## src/rtl/if_stage_param.sv

```systemverilog
// Instruction-fetch stage: PC, loadable word-addressed instruction memory, IF/ID register and RUN/HALT fault FSM.
// One cycle PC -> IF/ID; pc_write/ifid_write stall the stage, flush squashes IF/ID, a bad fetch halts until reset.
module if_stage_param #(
  parameter int               AW       = 32,
  parameter int               IW       = 32,
  parameter int               DEPTH    = 64,
  parameter logic [AW-1:0]    RESET_PC = '0,
  parameter logic [IW-1:0]    NOP      = '0
) (
  input  logic                     clock,
  input  logic                     reset,
  input  logic                     pc_write,
  input  logic                     ifid_write,
  input  logic                     flush,
  input  logic                     pc_src,
  input  logic [AW-1:0]            branch_addr,
  input  logic                     jump,
  input  logic [AW-1:0]            jump_addr,
  input  logic                     load_en,
  input  logic [$clog2(DEPTH)-1:0] load_addr,
  input  logic [IW-1:0]            load_data,
  output logic [AW-1:0]            pc_out,
  output logic [IW-1:0]            instr_id,
  output logic [AW-1:0]            pc_id,
  output logic [AW-1:0]            pc_plus4_id,
  output logic                     valid_id,
  output logic                     fault,
  output logic                     halted
);

  localparam int            IDXW    = $clog2(DEPTH);
  localparam logic [AW-1:0] DEPTH_A = AW'(DEPTH);

  typedef enum logic {RUN, HALT} state_t;

  state_t        state_q, state_d;
  logic [AW-1:0] pc_q, pc_d;
  logic [IW-1:0] instr_q, instr_d;
  logic [AW-1:0] pc_id_q, pc_id_d;
  logic [AW-1:0] pc4_id_q, pc4_id_d;
  logic          valid_q, valid_d;
  logic          fault_q, fault_d;

  logic [IW-1:0] mem_q [DEPTH];

  logic          fetch_bad;
  logic [IW-1:0] fetch_word;
  logic [AW-1:0] pc_plus4;

  // Out-of-range or misaligned PC must never index the array; the word is replaced by NOP.
  assign fetch_bad  = (pc_q[1:0] != 2'b00) || ({2'b00, pc_q[AW-1:2]} >= DEPTH_A);
  assign fetch_word = fetch_bad ? NOP : mem_q[pc_q[IDXW+1:2]];
  assign pc_plus4   = pc_q + AW'(4);

  always_comb begin
    state_d  = state_q;
    pc_d     = pc_q;
    instr_d  = instr_q;
    pc_id_d  = pc_id_q;
    pc4_id_d = pc4_id_q;
    valid_d  = valid_q;
    fault_d  = fault_q;

    if (flush || (ifid_write && (state_q == HALT || fetch_bad))) begin
      instr_d  = NOP;
      pc_id_d  = '0;
      pc4_id_d = '0;
      valid_d  = 1'b0;
    end else if (ifid_write) begin
      instr_d  = fetch_word;
      pc_id_d  = pc_q;
      pc4_id_d = pc_plus4;
      valid_d  = 1'b1;
    end

    // A bad fetch only faults when it would actually enter IF/ID; wrong-path fetches redirect normally.
    if (state_q == RUN) begin
      if (fetch_bad && ifid_write && !flush) begin
        state_d = HALT;
        fault_d = 1'b1;
      end else if (!pc_write) begin
        pc_d = pc_q;
      end else if (jump) begin
        pc_d = jump_addr;
      end else if (pc_src) begin
        pc_d = branch_addr;
      end else begin
        pc_d = pc_plus4;
      end
    end
  end

  always_ff @(posedge clock) begin
    if (reset) begin
      state_q  <= RUN;
      pc_q     <= RESET_PC;
      instr_q  <= NOP;
      pc_id_q  <= '0;
      pc4_id_q <= '0;
      valid_q  <= 1'b0;
      fault_q  <= 1'b0;
    end else begin
      state_q  <= state_d;
      pc_q     <= pc_d;
      instr_q  <= instr_d;
      pc_id_q  <= pc_id_d;
      pc4_id_q <= pc4_id_d;
      valid_q  <= valid_d;
      fault_q  <= fault_d;
    end
  end

  // Memory is never cleared by reset and keeps accepting loads in every state.
  always_ff @(posedge clock) begin
    if (load_en && (32'(load_addr) < DEPTH)) begin
      mem_q[load_addr] <= load_data;
    end
  end

  assign pc_out      = pc_q;
  assign instr_id    = instr_q;
  assign pc_id       = pc_id_q;
  assign pc_plus4_id = pc4_id_q;
  assign valid_id    = valid_q;
  assign fault       = fault_q;
  assign halted      = (state_q == HALT);

endmodule

```

## config.mk

```make
export PLATFORM = sky130hd
export DESIGN_NAME = if_stage_param
export DESIGN_NICKNAME = d
export VERILOG_FILES = /design/src/rtl/if_stage_param.sv
export SDC_FILE = /design/constraint.sdc
export NUM_CORES = 2
export LEC_CHECK = 0
export BUFFER_PORTS_ARGS = -buffer_cell sky130_fd_sc_hd__clkbuf_2
export CORE_MARGIN = 8
export CORE_UTILIZATION = 60
export DETAILED_ROUTE_END_ITERATION = 8
export PLACE_DENSITY = 0.77
export SLEW_MARGIN = 20
export SYNTH_ARGS = -nofsm -noshare
export SYNTH_HDL_FRONTEND = slang
export SYNTH_SLANG_ARGS = --single-unit
```

## constraint.sdc

```tcl
create_clock -name clock -period 8.25 [get_ports clock]
set_input_delay 0.825 -clock clock [delete_from_list [all_inputs] [get_ports clock]]
set_output_delay 0.825 -clock clock [all_outputs]
set_load 0.03 [all_outputs]
```

==> reports/results.ini <==
[synthesis]
synth-edff-count=2048
ys_seq_area_frac=0.7625
yosysTopAreaCell=edfxtp_1
synth_warnings=0
synth_xor_xnor_area_share=0.002918
syn_area_per_cell_sq_um=20.46
synthDistinctLibCells=72
synth_area_sq_mm=0.08405
synth_area_leaders=edfxtp_1 73%, mux4_2 13%, dfxtp_1 3.1%, mux2i_1 2.4%, nor2_1 0.92%
synthSimpleGateAreaFrac=0.02922
synth_adder_area_share=0.0002977
synth_compound_area_frac=0.03166
async_flop_share=0
synth_top_family_by_area=multiplexers
synthesis.nets=4220
synthMuxAreaShare=0.1579
synth_ff_type=edfxtp_1
yosysTopAreaCellShare=0.7317
synth-seq-cells=2177
syn_inst=4108

[detailed_routing]
drt-total-wl_um=238400
final_antenna_net_count=0
initialDrtViolationCount=6889
wire_per_inst_um=36.57
drc=0
vias_per_cell=6.973
dr.pass1.iters=8
vias=45466

[cts]
cts_buffer_depth=3
path_clk_slew_ps=60
cts_hold_buf=0
htreeDepth=4
post_cts_buffers=0
cts_root_buf=clkbuf_16
cts_resized=0
cts_buffers=204
cts.sinks=2177
cts_tree=done
clock_latency_ps=840

[worst_setup_path]
startpoint=pc_out[2]
worstRegToRegCells=7
cp-start-kind=flip-flop
cp.arrival_ps=5190
end_kind=flip-flop
critPathKind=reg2reg
reg2reg_from=pc_out[2]
cp-endpoint=instr_id[25]
r2r-end=instr_id[25]
worstPathMaxFanout=73
worstPathRequired_ps=8900
reg2reg_slack_ps=3710

[grt]
grt_usage=0.3094
grt_use_met2=0.4771
grt_pass1_wl_um=333800
grt_antenna_before_repair=22
busiest_layer=met2
grt_pass1_vias=45261
use_met3=0.09645
groute.layer.met1.usage=0.3963
grt_overflow=0
grt_max_degree=121

[sta]
fmax_ghz=0.2204
setup_viol=0
slew_headroom=0.1793
skew_ps=41.68
rsz0062_at_grt=no
drv_slew=0
period_share=0.5499
final.setup.tns_ps=0
worst_slew_pin_slew_ps=1218
period_minus_slack_ps=4536
whs_ps=263.0
finalHoldViolations=0

[cells_and_area]
final_util=0.6818
ff_latch_area_sq_mm=0.06410
nNetsFinal=4570
drive_gt1_frac=0.2827
area_growth_pct=13.05
fillCellCount=8324
multi_input_area_sq_mm=0.01926

[min_path]
hp-class=in2reg

[pwr]
vdd.ir_drop.worst_uv=172.6
p_comb_frac=0.071
power_leakage_nw=29.70
power_frac_clock=0.407
cell_internal_pwr_mw=18.25
p_sw_mw=5.261
p_seq_frac=0.522
powerDensity_mw_per_mm2=247.5
swShare=0.2238

[run]
drv_cap=0

[floorplan]
die_h_um=390.3
dieWidth_um=390.3
rows=137
initial_core_util=0.6031
core_sq_mm=0.1394
dieArea_sq_mm=0.1523
ioPinCount=241

[placement]
finalWeightedCongestion=0.9715
port-buffer-count=240
dpl.hpwl_um=132400

[outcome]
outcome=finished, final reports clean

==> metrics by stage <==
stage / instances / setup slack (ps) / cell area, sq um / power [mW]
finish: 6520 / 3714 / 95010 / 23.51
global route: 6510 / 3608 / 94980 / 24.00
CTS: 6510 / 3963 / 94970 / 23.52
detailed placement: 6128 / 4046 / 88150 / 14.11
global placement: 6118 / 2287 / 87980 / 14.06
floorplan: 4108 / 4240 / 84050 / 13.41
==> critical path, stage by stage, from the launching register on <==
cell and delay (ps):
dfxtp_4 980, buf_12 440, buf_12 470, mux4_2 610, nand2_1 80, a31oi_1 270, o21ai_0 1040, a41oi_1 230
==> routing by layer <==
metal  wire length [um]  part of all wire
met1              78870              0.33
met2             109100              0.46
met5                 51           0.00021
met3              34320              0.14
met4              16040             0.067
==> cell usage after synthesis, types with 13 or more instances <==
cell	n
a211oi_1	31
a21oi_1	102
a22oi_1	71
buf_1	30
buf_2	61
buf_4	29
buf_6	22
clkbuf_1	98
dfxtp_1	129
edfxtp_1	2048
mux2_2	20
mux2i_1	201
mux4_2	490
nand2_1	128
nand3_1	56
nand4_1	13
nor2_1	205
nor2b_1	20
nor3_1	33
nor4_1	23
o211ai_1	16
o21ai_0	53
o22ai_1	42
xnor2_1	22
==> placed cells by master, fill, tap and decap left out, types with 36 or more instances in the layout <==
| cell type | netlist | final |
|---|---|---|
| a21oi_1 | 102 | 102 |
| nor2_1 | 205 | 142 |
| a22oi_1 | 71 | 71 |
| clkbuf_1 | 98 | 36 |
| mux2i_1 | 201 | 201 |
| edfxtp_1 | 2048 | 2048 |
| nand3_1 | 56 | 56 |
| nor2_4 | 2 | 65 |
| clkbuf_16 | 0 | 210 |
| clkbuf_2 | 0 | 236 |
| o21ai_0 | 53 | 51 |
| dfxtp_1 | 129 | 124 |
| clkinv_2 | 0 | 42 |
| buf_4 | 29 | 132 |
| mux4_2 | 490 | 490 |
| nand2_1 | 128 | 127 |
| o22ai_1 | 42 | 42 |
==> kinds of logic after synthesis <==
group	Yosys count
AND/OR/NAND/NOR	534
AO/OA/AOI/OAI	402
flip-flops	2177
buffers and inverters	254
XOR/XNOR	28
multiplexers	711
adder cells (fa/ha/maj)	2
==> registers in the layout, indices dropped and copies added (netlist names) <==
name,count
fault,1
halted,1
mem_q,2048
pc_id,32
pc_out,32
instr_id,32
valid_id,1
pc_plus4_id,30
==> how the worst min path moves through the flow <==
stage,slack (ps),to,cells after the start,start
detailed placement,480,valid_id,2,valid_id
CTS,200,instr_id[23],2,flush
finish,260,instr_id[23],2,flush
global route,250,instr_id[23],2,flush
floorplan,510,pc_id[1],2,pc_out[1]
global placement,450,valid_id,2,valid_id
==> cell type report <==
type,instances,share of cell area
repair buffers,384,0.02536
flip-flops and latches,2177,0.6746
inverters,14,0.0005531
clock buffers,251,0.05746
well taps,1876,0.02471
multi-input cells,1677,0.2027
clock inverters,131,0.01433
diodes,10,0.0002634
==> power groups by stage <==
stage	sequential, mW	clock (mW)	combinational (mW)
global route	12.3	10.0	1.71
finish	12.3	9.57	1.67
CTS	12.3	9.62	1.63
global placement	12.5	0	1.57
floorplan	12.5	0	0.929
detailed placement	12.5	0	1.61
Power figures use the tool's default switching activity.
